[config.mk]
export PLATFORM = sky130hd
export DESIGN_NAME = uart_receiver
export DESIGN_NICKNAME = d
export VERILOG_FILES = /design/src/rtl/uart_receiver.sv
export SDC_FILE = /design/constraint.sdc
export NUM_CORES = 1
export LEC_CHECK = 0
export CAP_MARGIN = 15
export CORE_UTILIZATION = 62
export DETAILED_ROUTE_END_ITERATION = 10
export MAX_ROUTING_LAYER = met4
export PLACE_DENSITY = 0.92
export SLEW_MARGIN = 40
export SYNTH_ARGS = -nofsm -noshare
export SYNTH_HDL_FRONTEND = slang
export SYNTH_SLANG_ARGS = --single-unit
[constraint.sdc]
create_clock -name clk -period 6.45 [get_ports clk]
set_input_delay 1.935 -clock clk [delete_from_list [all_inputs] [get_ports clk]]
set_output_delay 1.935 -clock clk [all_outputs]
set_load 0.01 [all_outputs]
[src/rtl/uart_receiver.sv]
// UART 8N1 receiver: 2-FF synchroniser, mid-bit sampling FSM,
// one-cycle data_valid strobe per good byte.
module uart_receiver #(
  parameter int CLK_HZ      = 66_000_000,
  parameter int BITRATE_BPS = 9_600
) (
  input  logic       clk,
  input  logic       rst_n,
  input  logic       rx,
  output logic [7:0] data,
  output logic       data_valid
);

  localparam int CLKS_PER_BIT = CLK_HZ / BITRATE_BPS;
  localparam int HALF_BIT     = CLKS_PER_BIT / 2;
  localparam int TW           = $clog2(CLKS_PER_BIT);

  localparam logic [TW-1:0] T_FULL = TW'(CLKS_PER_BIT - 1);
  localparam logic [TW-1:0] T_HALF = TW'(HALF_BIT - 1);

  typedef enum logic [2:0] {
    IDLE,
    START,
    DATA,
    STOP,
    WAIT_IDLE
  } state_e;

  state_e          state_q, state_d;
  logic [1:0]      sync_q;
  logic [TW-1:0]   timer_q, timer_d;
  logic [2:0]      idx_q, idx_d;
  logic [7:0]      shift_q, shift_d;
  logic [7:0]      data_q, data_d;
  logic            valid_q, valid_d;
  logic            rx_s;

  assign rx_s       = sync_q[1];
  assign data       = data_q;
  assign data_valid = valid_q;

  always_ff @(posedge clk or negedge rst_n) begin
    if (!rst_n) begin
      sync_q  <= 2'b11;
      state_q <= IDLE;
      timer_q <= '0;
      idx_q   <= '0;
      shift_q <= '0;
      data_q  <= '0;
      valid_q <= 1'b0;
    end else begin
      sync_q  <= {sync_q[0], rx};
      state_q <= state_d;
      timer_q <= timer_d;
      idx_q   <= idx_d;
      shift_q <= shift_d;
      data_q  <= data_d;
      valid_q <= valid_d;
    end
  end

  always_comb begin
    state_d = state_q;
    timer_d = timer_q;
    idx_d   = idx_q;
    shift_d = shift_q;
    data_d  = data_q;
    valid_d = 1'b0;
    unique case (state_q)
      IDLE: begin
        timer_d = '0;
        if (!rx_s) state_d = START;
      end
      START: begin
        if (timer_q == T_HALF) begin
          timer_d = '0;
          idx_d   = '0;
          state_d = rx_s ? IDLE : DATA;
        end else begin
          timer_d = timer_q + 1'b1;
        end
      end
      DATA: begin
        if (timer_q == T_FULL) begin
          timer_d        = '0;
          shift_d[idx_q] = rx_s;
          idx_d          = idx_q + 3'd1;
          if (idx_q == 3'd7) state_d = STOP;
        end else begin
          timer_d = timer_q + 1'b1;
        end
      end
      STOP: begin
        if (timer_q == T_FULL) begin
          timer_d = '0;
          if (rx_s) begin
            data_d  = shift_q;
            valid_d = 1'b1;
            state_d = IDLE;
          end else begin
            state_d = WAIT_IDLE;
          end
        end else begin
          timer_d = timer_q + 1'b1;
        end
      end
      WAIT_IDLE: begin
        // a line held low must not be taken as a new start bit
        if (rx_s) state_d = IDLE;
      end
      default: state_d = IDLE;
    endcase
  end

endmodule

# --- Yosys cells after proc, flatten, opt, wreduce, memory -nomap -nowiden ---
# Index checks and enable logic that the tools add are counted.
# Widths: inputs -> output; s select.
classes:
  addsub: 2
  magnitude_cmp: 2
  n_eq_ne: 13
  mux: 21
  n_reduce_logical: 9
op_table:
  columns: ["cell", "n"]
  rows:
  - ["$pmux 13 s3", 1]
  - ["$mux 3", 9]
  - ["$mux 13", 2]
  - ["$pmux 3 s5", 1]
  - ["$add 13x1->13 const B", 1]
  - ["$eq 13x12->1 const B", 1]
  - ["$eq 13x13->1 const B", 1]
  - ["$ne 2x2->1 const B", 6]
  - ["$bwmux 8", 1]
  - ["$eq 3x2->1 const B", 2]
  - ["$eq 3x3->1 const B", 2]
  - ["$pmux 3 s2", 1]
  - ["$reduce_and 3->1", 2]
  - ["$reduce_and 6->1", 1]
  - ["$lt 3x4->1 const B", 1]
  - ["$mux 1", 4]
  - ["$add 3x1->3 const B", 1]
  - ["$demux 1 s3", 1]
  - ["$eq 3x1->1 const B", 1]
  - ["$ge 3x1->1 const B", 1]
  - ["$logic_not 3->1", 1]
  - ["$reduce_bool 3->1", 1]
  - ["$mux 2", 1]
  - ["$reduce_and 2->1", 1]
  - ["3 further kinds", 3]
totals:
  register_bits: 38
  in_bits: 3
  out_inout_bits: 9
  wordCells: 54

# --- Logic depth before layout (Yosys ltp) ---
depth:
  ltp_word: 5
  ltp_mapped: 8
  depth_no_buf: 7

# --- Worst setup path after synthesis ---
# OpenSTA, ideal clock, no wires.
synth_path:
  path_type: "register -> output"
  start: "register data_q[0] (netlist: data[0])"
  end: "output data[0]"
  t_arrival_ps: 383
  required_time_ps: 4515
  slack_ps: 4132
  stages_incl_launch_ff: 1
  path_buffers: 0
  cell_sequence: "dfrtp_1"
synth_rtl:
  columns: ["element", "line", "rtl"]
  rows:
  - ["start, declared", "34", "logic [7:0] data_q, data_d;"]
  - ["start signal, assigned", "57", "data_q <= data_d;"]
  - ["end, declared", "10", "output logic [7:0] data,"]
# No word-level cell between the ends.

# --- Final worst setup path ---
layout_path:
  start: "register data_q[6] (netlist: data[6])"
  end: "output data[6]"
# No word-level cell between the ends.

==> flow_metrics.env <==
export IMPL_status="completed"
export IMPL_crit_fanout=2
export IMPL_nFillCells=192
export IMPL_path_class="flop to output port"
export IMPL_path_cells="clkdlybuf4s50_1"
export IMPL_leakage_nw=0.962
export IMPL_ys_ff_latch=38
export IMPL_hp_class="flop to flop"
export IMPL_viasPerCell=6.30
export IMPL_synth_edff_count=0
export IMPL_cts_buffer_depth=2
export IMPL_track_usage=0.235
export IMPL_slew_violations=0
export IMPL_layout_commonest_cell="dfrtp_1"
export IMPL_core_area_mm2=0.00283
export IMPL_drt_first_pass_iters=4
export IMPL_dp_hpwl_um=2300
export IMPL_drt_initial_drc_count=46
export IMPL_timing_hold_ws_ns=0.362
export IMPL_hold_viol=0
export IMPL_cp_top_family="buffers and inverters"
export IMPL_crit_arrival_ns=1.25
export IMPL_gp_congestion=0.928
export IMPL_cts_setup_buffers=0
export IMPL_tns_ns=0
export IMPL_ios=12
export IMPL_io_buffers=11
export IMPL_rsz0062_at_grt="false"
export IMPL_multiInputGateArea_um2=875
export IMPL_fin_crit_sh=0.493
export IMPL_grt_pass1_vias=1229
export IMPL_initial_core_util=0.669
export IMPL_area_growth_pct=10.4
export IMPL_fin_crit_ns=3.18
export IMPL_ys_top_cells_by_area="dfrtp_1, mux2_2, ha_1, nor2_1, dfstp_2"
export IMPL_final_cell_mix="dfrtp_1, nor2_1, mux2_2"
export IMPL_syn_area_per_cell_um2=11.6
export IMPL_max_freq_mhz=314
export IMPL_busiest_layer="met2"
export IMPL_routed_wl_um=3310
export IMPL_synthDistinctLibCells=44
export IMPL_netlist_area_mm2=0.00189
export IMPL_clock_skew_ns=0.0132
export IMPL_ant_nets=0
export IMPL_synth_nets=171
export IMPL_dr_total_vias=1298
export IMPL_drive_gt1_frac=0.223
export IMPL_rr_startpoint="timer_q[0]$_DFFE_PN0P_"
export IMPL_r2r_cells=7
export IMPL_hold_depth=0
export IMPL_slew_headroom=0.591
export IMPL_antenna_found_initial=0
export IMPL_ys_seq_area_frac=0.504
export IMPL_cp_slowest_stage_delay_ns=0.54
export IMPL_fp_dieW_um=57.2
export IMPL_min_from="sync_q[0]$_DFF_PN1_"
export IMPL_holdPathEnd="sync_q[1]$_DFF_PN1_"
export IMPL_powerDensity_mw_per_mm2=196
export IMPL_critPathBufInv=1
export IMPL_fin_nets=182
export IMPL_yosysTopAreaCell="dfrtp_1"
export IMPL_grt_use_met1=0.313
export IMPL_clock_latency_ns=0.33
export IMPL_syn_inst=163
export IMPL_wl_per_cell_um=16.1
export IMPL_grt_pass1_wl_um=5640
export IMPL_hold_buffers=0
export IMPL_root_buffer="clkbuf_4"
export IMPL_grt_max_degree=39
export IMPL_fin_area_mm2=0.00209
export IMPL_gr_usage_met2=0.351
export IMPL_reg2reg_to="shift_q[1]$_DFFE_PN0P_"
export IMPL_cts_sinks=38
export IMPL_post_cts_resized=0
export IMPL_ff2ff_setup_slack_ns=3.93
export IMPL_synth_ff_type="dfrtp_1"
export IMPL_synth_async_reset_ratio=1.00
export IMPL_place_area_mm2=0.00199
export IMPL_regArea_um2=953
export IMPL_max_cap_viol_count=0
export IMPL_grt_overflow=0
export IMPL_yosysWarningCount=0
export IMPL_cts_tree="yes"
export IMPL_insertedDiodeCount=0
export IMPL_synth_top_area_frac=0.476
export IMPL_tightest_slew_ns=0.608
export IMPL_setup_viol=0
export IMPL_row_count=19
export IMPL_cts_made_buffers=5
export IMPL_max_vdd_ir_drop_uv=132
export IMPL_dieHeight_um=57.2
export IMPL_cp_required_ns=4.51
export IMPL_drc=0
export IMPL_htree_levels=2
export IMPL_cts_reportedPaths_clkPinSlew_ns=0.11
export IMPL_critical_path_endpoint_type="output port"
export IMPL_cp_start_kind="flop"
export IMPL_cp_slowest_cell="clkdlybuf4s50_1"
export IMPL_met3_usage=0.0544
export IMPL_die_area_mm2=0.00328
## through the flow
stage               power (W)  setup slack, ns  utilization  std cells
floorplan            0.000245             4.13            -        163
global placement     0.000250             3.66        0.705        198
detailed placement   0.000251             3.64        0.705        198
CTS                  0.000414             3.26        0.735        206
global route         0.000425             3.22        0.739        206
finish               0.000411             3.27        0.739        206
## worst max path at each step
stage / depth (start not counted) / endpoint / slack (ns) / start
2_1_floorplan: 0 / data[0] / 4.13 / data[0]$_DFFE_PN0P_
3_3_place_gp: 1 / data[1] / 3.66 / data[1]$_DFFE_PN0P_
3_5_place_dp: 1 / data[6] / 3.64 / data[6]$_DFFE_PN0P_
4_1_cts: 1 / data[6] / 3.26 / data[6]$_DFFE_PN0P_
5_1_grt: 1 / data[6] / 3.22 / data[6]$_DFFE_PN0P_
6_report: 1 / data[6] / 3.27 / data[6]$_DFFE_PN0P_
## cells in the mapped netlist, types with 3 or more instances
cell type / count
clkbuf_1: 3
dfrtp_1: 36
a21oi_1: 6
mux2_2: 14
nand3_1: 6
a22o_1: 3
xnor2_1: 6
nor2_1: 15
buf_2: 3
inv_1: 6
ha_1: 5
nand4_1: 6
nor3_1: 3
mux2_1: 3
nand2_1: 10
nand4b_1: 4
## cells by family (layout without fill, tap and decap cells)
family	Yosys count	after routing	synth area share
buf+inv	14	26	0.0377
flops	38	38	0.504
fa+ha+maj	5	5	0.0331
simple gates	62	62	0.214
mux	18	18	0.106
compound gates	19	19	0.0728
xor+xnor	7	7	0.0324
## where the power goes
group          internal [W]  leakage, nW  switching [W]
logic            0.00000103        0.407     0.00000443
clock network     0.0000926       0.0455      0.0000721
registers          0.000239        0.509     0.00000103
total              0.000333        0.962      0.0000776
## layer usage
metal  part of all wire  vias up
li1                   -      607
met1               0.45      645
met2               0.49       44
met3              0.050        2
met4             0.0069        0
met5                  0        -
## registers in the layout (all words and copies together), names as in the netlist
name	cells
data_valid	1
data	8
idx_q	3
state_q	3
timer_q	13
shift_q	8
sync_q	2
## final cells by class
class	count	area share
Clock inverter	1	0.0144
Sequential cell	38	0.456
Tap cell	31	0.0186
Clock buffer	7	0.0263
Multi-Input combinational cell	111	0.419
Timing Repair Buffer	12	0.0551
Inverter	6	0.0108
No activity file was read; power rests on OpenSTA's default activity.
